--- src/rtl/if_id_fifo_pkg.sv ---
// Shared constants and entry layout for the fetch-to-decode buffer.
package if_id_fifo_pkg;

  localparam logic [31:0] ZERO_WORD = 32'h0000_0000;
  localparam logic [31:0] INST_NOP  = 32'h0000_0013;  // ADDI x0,x0,0

  typedef struct packed {
    logic [31:0] addr;
    logic [31:0] inst;
  } entry_t;

endpackage

--- src/rtl/if_id_fifo.sv ---
// Fetch-to-decode buffer: small in-order queue between fetch and id,
// with valid/ready handshake, jump flush and NOP when empty.
module if_id_fifo
  import if_id_fifo_pkg::*;
#(
  parameter  int unsigned DEPTH    = 2,
  parameter  logic [31:0] NOP_INST = INST_NOP,
  localparam int unsigned PTR_W    = $clog2(DEPTH)
) (
  input  logic             clk,
  input  logic             rst,
  input  logic [31:0]      inst_i,
  input  logic [31:0]      inst_addr_i,
  input  logic             inst_valid_i,
  output logic             inst_ready_o,
  input  logic             hold_flag_i,
  input  logic             jump_flag_i,
  output logic [31:0]      inst_o,
  output logic [31:0]      inst_addr_o,
  output logic             inst_valid_o,
  output logic [PTR_W:0]   count_o
);

  localparam logic [PTR_W:0]   CNT_FULL = (PTR_W + 1)'(DEPTH);
  localparam logic [PTR_W:0]   CNT_ONE  = (PTR_W + 1)'(1);
  localparam logic [PTR_W-1:0] PTR_ONE  = PTR_W'(1);

  entry_t           mem [DEPTH];
  logic [PTR_W-1:0] rd_ptr_q;
  logic [PTR_W-1:0] wr_ptr_q;
  logic [PTR_W:0]   count_q;
  logic             push;
  logic             pop;

  // Handshake flags derive only from registered count, so ready has no path from hold/jump.
  assign inst_ready_o = (count_q != CNT_FULL);
  assign inst_valid_o = (count_q != '0);
  assign count_o      = count_q;
  assign push         = inst_valid_i && inst_ready_o;
  assign pop          = inst_valid_o && !hold_flag_i;

  always_ff @(posedge clk) begin
    if (rst || jump_flag_i) begin
      rd_ptr_q <= '0;
      wr_ptr_q <= '0;
      count_q  <= '0;
    end else begin
      if (push) begin
        mem[wr_ptr_q] <= '{addr: inst_addr_i, inst: inst_i};
        wr_ptr_q      <= wr_ptr_q + PTR_ONE;
      end
      if (pop) begin
        rd_ptr_q <= rd_ptr_q + PTR_ONE;
      end
      unique case ({push, pop})
        2'b10:   count_q <= count_q + CNT_ONE;
        2'b01:   count_q <= count_q - CNT_ONE;
        default: count_q <= count_q;
      endcase
    end
  end

  always_comb begin
    inst_o      = NOP_INST;
    inst_addr_o = ZERO_WORD;
    if (inst_valid_o) begin
      inst_o      = mem[rd_ptr_q].inst;
      inst_addr_o = mem[rd_ptr_q].addr;
    end
  end

  always_ff @(posedge clk) begin
    if (!rst && !jump_flag_i) begin
      assert (!(push && count_q == CNT_FULL)) else $error("if_id_fifo overflow");
      assert (!(pop && count_q == '0)) else $error("if_id_fifo underflow");
    end
  end

endmodule

--- config.mk ---
export PLATFORM = sky130hd
export DESIGN_NAME = if_id_fifo
export DESIGN_NICKNAME = d
export VERILOG_FILES = /design/src/rtl/if_id_fifo_pkg.sv /design/src/rtl/if_id_fifo.sv
export SDC_FILE = /design/constraint.sdc
export NUM_CORES = 1
export LEC_CHECK = 0
export BUFFER_PORTS_ARGS = -buffer_cell sky130_fd_sc_hd__buf_2
export CAP_MARGIN = 20
export CORE_MARGIN = 2
export CORE_UTILIZATION = 30
export CTS_BUF_LIST = sky130_fd_sc_hd__clkbuf_16
export DETAILED_ROUTE_END_ITERATION = 16
export SLEW_MARGIN = 40
export SYNTH_ARGS = -nofsm -noshare
export SYNTH_HDL_FRONTEND = slang
export SYNTH_SLANG_ARGS = --single-unit
--- constraint.sdc ---
create_clock -name clk -period 9.7 [get_ports clk]
set_input_delay 1.455 -clock clk [delete_from_list [all_inputs] [get_ports clk]]
set_output_delay 1.455 -clock clk [all_outputs]
set_load 0.005 [all_outputs]
==> After elaboration in Yosys (flattened, before gate mapping) <==
Memories as Yosys holds them, arrays and structs flattened. A register that Yosys moved wholly into a read port is not among the register bits.
Index checks and enable logic that the tools add are counted.
{ "totals": {"register_bits": 4, "mem_bits_rw": 128, "inputBits": 69, "mem_count": 1} }
{ "op_classes": {"muxes": 8, "eq_ne": 3, "n_reduce_logical": 6, "n_addsub": 4} }
{ "mem_list": {"columns": ["name", "words", "word_bits", "read_ports", "rd_clocked_by_memory_dff", "wr", "line_no", "text"], "rows": [
  ["mem", 2, 64, 1, 1, 1, "if_id_fifo.sv:28", "entry_t mem [DEPTH];"]
]} }
{ "op_table": {"columns": ["operator", "n"], "rows": [
  ["$mux 32", 2],
  ["$mux 1", 5],
  ["$pmux 2 s2", 1],
  ["$reduce_bool 2->1", 2],
  ["$add 1x1->1 const B", 2],
  ["$add 2x1->2 const B", 1],
  ["$eq 2x1->1 const B", 1],
  ["$eq 2x2->1 const B", 1],
  ["$logic_and 1x1->1", 2],
  ["$ne 2x2->1 const B", 1],
  ["$sub 2x1->2 const B", 1],
  ["$logic_not 1->1", 1],
  ["$logic_or 1x1->1", 1]
]} }

==> Longest topological paths before layout <==
{ "depth": {"word_depth": 5, "depth_mapped": 8, "mapped_depth_nobuf": 6} }

==> Least setup slack after synthesis <==
No wires, ideal clock.
{ "synth_timing": {"path_type": "input port to flip-flop", "from": "in jump_flag_i", "to": "mem mem[0][0] (netlist bit) (enable)", "setup_slack_ns": 2.888, "stages": 3, "required_ns": 9.135, "arrival_ns": 6.247, "path_cell_list": "or2_2 clkbuf_1 nor3_1"} }
{ "synth_via": {"elab_chain_cells": 3} }
{ "synth_rtl": {"columns": ["item", "line_no", "text"], "rows": [
  ["start, declared", "if_id_fifo.sv:17", "input logic jump_flag_i,"],
  ["$logic_or 1x1->1", "if_id_fifo.sv:43", "if (rst || jump_flag_i) begin"],
  ["$mux 1", "if_id_fifo.sv:43", null],
  ["$mux 1 (implied by the code)", "if_id_fifo.sv:49", "mem[wr_ptr_q] <= '{addr: inst_addr_i, inst: inst_i};"],
  ["end, declared", "if_id_fifo.sv:28", null]
]} }
Every way passes these cells.

==> Worst setup path after layout <==
{ "layout_timing": {"from": "reg count_q[0] (netlist: count_o[0])", "to": "out inst_o[1]"} }
{ "layout_via": {"elab_chain_cells": 2} }
{ "layout_rtl": {"columns": ["item", "line_no", "text"], "rows": [
  ["start, declared", "if_id_fifo.sv:31", "logic [PTR_W:0] count_q;"],
  ["start signal, assigned", "if_id_fifo.sv:56", "2'b10: count_q <= count_q + CNT_ONE;"],
  ["start signal, assigned", "if_id_fifo.sv:57", "2'b01: count_q <= count_q - CNT_ONE;"],
  ["start signal, assigned", "if_id_fifo.sv:58", "default: count_q <= count_q;"],
  ["$reduce_bool 2->1", "if_id_fifo.sv:37", "assign inst_valid_o = (count_q != '0);"],
  ["$mux 32", "if_id_fifo.sv:66", "if (inst_valid_o) begin"],
  ["end, declared", "if_id_fifo.sv:18", "output logic [31:0] inst_o,"]
]} }
Every way passes these cells.

==> metrics.csv <==
metric,value,unit
outcome,finished clean,
Fin. Hold Viols,0,
critical path class,reg -> out,
critical path data arrival time,1.84,ns
filler instances,1562,
"Largest delay share family, worst path",buffers and inverters,
max cap viols,0,
Ys Warns,0,
mux share of post-synthesis cell area,12.7,%
Cell Rows,47,
Place WS,6.66,ns
maximum clock rate,304,MHz
Max IR drop VDD,0.108,mV
switch share,21.4,%
sequential area share after synthesis,78.2,%
Clock power frac,43.0,%
worst slew pin tran,0.707,ns
CP required,8.25,ns
clk buf depth,2,
Yosys reg bits,133,
setup violators final,0,
drt drc,0,
# port buffers,136,
fraction of layout cells with a size suffix above 1,37.9,%
# hold bufs at CTS,0,
post-synthesis simple-gate area fraction,5.85,%
max-slew violation total from the final report,0,
syn nets,369,
CTS tree,yes,
CP peak stage delay,0.57,ns
vias in the first global route,3057,
Netlist cell types,20,
Critical Path Start Type,flop,
initial antenna violation count,0,
Setup Buffers After CTS,0,
area grow syn2layout,29.0,%
initial DRC count,184,
multi-input logic area,1020,sq um
Die X,134,um
fin crit share,34.0,%
Syn Area/Cell,16.9,sq um
Slew headroom,52.9,%
Hold Slack,0.528,ns
Antenna Nets Post-Route,0,
final worst setup slack,6.41,ns
Die Area,17900,sq um
Pre-Repair DR Iteration Count,4,
Vias per Instance,4.24,
Mapped Cells,299,
crit-path cells,nor2_4 > buf_4 > inv_1 > nand2_1 > buf_2,
skew final,0.00552,ns
Die H,134,um
total negative slack,0,ns
total grt overflow,0,
placed cells,645,
pwr dens,194,nW/um^2
worst skew pair latency,0.41,ns
fin cells,677,
Worst Hold Class,reg -> reg,
fraction of the mapped netlist area in adder cells,0.248,%
Vias,2871,
Cell Int Power,992,uW
clock sinks,133,
Initial Utilization,30.5,%
largest net degree at the start of global routing,66,
WP buf/inv,3,
# diodes,0,
post-layout min period,3.29,ns
overall routing resource usage,11.5,%
xor/xnor share of the synthesized area,0.347,%
Gate power share,5.8,%
final-stage net count,514,
sequential power share,51.2,%
RSZ-0062 raised after global routing,no,
Core ar.,16500,sq um
DP Wirelength,6.22,mm
netlist area before placement,5040,sq um
first-pass GRT wire length,15.3,mm
main combinational cell family by area after synthesis,multiplexers,
Clock H-tree levels,4,
CTS buffer count,17,
post-cts resize count,0,
post-synthesis compound-gate area fraction,0.744,%
"Reg clk slew, reported paths",0.05,ns
Critical-path top delay cell,buf_4,
NetSw,270,uW
final wirelength,9.81,mm
CP endpoint kind,primary output,
P_leak,0.00239,uW
CTS root buf,clkbuf_16,
boundary pin count,137,
FF+latch area,3950,sq um
routability cong.,0.701,
CP max FO,65,
Final Total Pwr,1260,uW
drt wl/cell,14.5,um
kinds of logic (layout without fill, tap and decap cells):
kind of cell               after synthesis  count (layout)
DFF                                    133             133
buffers and inverters                   17             175
xor gates and xnor gates                 2               2
and+or+nand+nor                         75              75
adders and majority gates                1               1
AOI/OAI and AO/OA                        7               7
muxes                                   64              64
power groups by stage:
stage          combinational, uW  sequential (uW)  clock (uW)
2_1_floorplan               34.7              658           0
6_report                    72.9              646         543
5_1_grt                     81.2              646         588
4_1_cts                     74.9              646         558
3_5_place_dp                74.7              658           0
3_3_place_gp                69.2              660           0
synthesized netlist by cell type:
cell / number / area, sq um
or2_2: 1 / 6.26
nor2_1: 64 / 240
nor3_1: 2 / 10.0
nand2b_1: 1 / 6.26
buf_2: 8 / 40.0
mux2i_1: 64 / 641
edfxtp_1: 128 / 3840
xnor2_1: 1 / 8.76
ha_1: 1 / 12.5
nand3_1: 1 / 5.00
nand2_1: 4 / 15.0
buf_4: 6 / 45.0
xor2_1: 1 / 8.76
o21ai_0: 2 / 10.0
a21oi_1: 4 / 20.0
or3_1: 2 / 12.5
dfxtp_1: 5 / 100
inv_1: 2 / 7.51
a21o_1: 1 / 7.51
clkbuf_1: 1 / 3.75
layout by cell type, fill, tap and decap left out, drive strengths merged:
master / Yosys / final
a21o: 1 / 1
a21oi: 4 / 4
buf: 14 / 141
clkbuf: 1 / 17
clkinv: 0 / 10
clkinvlp: 0 / 2
dfxtp: 5 / 5
edfxtp: 128 / 128
ha: 1 / 1
inv: 2 / 5
mux2i: 64 / 64
nand2: 4 / 4
nand2b: 1 / 1
nand3: 1 / 1
nor2: 64 / 64
nor3: 2 / 2
o21ai: 2 / 2
or2: 1 / 1
or3: 2 / 2
xnor2: 1 / 1
xor2: 1 / 1
cell type report:
type	count	area share [%]
Inverter	2	0.115
Timing Repair Buffer	141	11.5
Sequential cell	133	60.7
Clock inverter	15	1.19
Tap cell	220	4.23
Multi-Input combinational cell	149	15.7
Clock buffer	17	6.54
routing by layer:
metal	track usage [%]	vias to the layer above	routed length, um
met5	0	-	0
met4	6.44	0	212
met3	4.15	13	557
met2	19.6	90	5010
met1	12.3	1372	4030
li1	-	1396	-
registers in the layout, summed over array words and instances (netlist names), named ones only:
signal,count
mem,128
count_o,2
rd_ptr_q,1
wr_ptr_q,1
through the flow:
step / cell area [sq um] / utilization (%)
after global placement: 5950 / 36.0
final: 6500 / 39.4
after detailed placement: 6000 / 36.3
after global routing: 6500 / 39.4
after CTS: 6500 / 39.4
after floorplan: 5040 / -
worst min-delay path: stages, from the launching register on:
cell and delay, ns:
dfxtp_1 0.31, o21ai_0 0.10, a21oi_1 0.07
worst paths after layout:
path | start | to | slack (ns) | cells past startpoint
setup / recovery | count_o[0] | inst_o[1] | 6.41 | 5
hold / removal | rd_ptr_q | rd_ptr_q | 0.53 | 2
setup reg to reg | count_o[0] | count_o[1] | 7.61 | 6
hold reg to reg | rd_ptr_q | rd_ptr_q | 0.53 | 2
(Power assumes the default switching activity.)
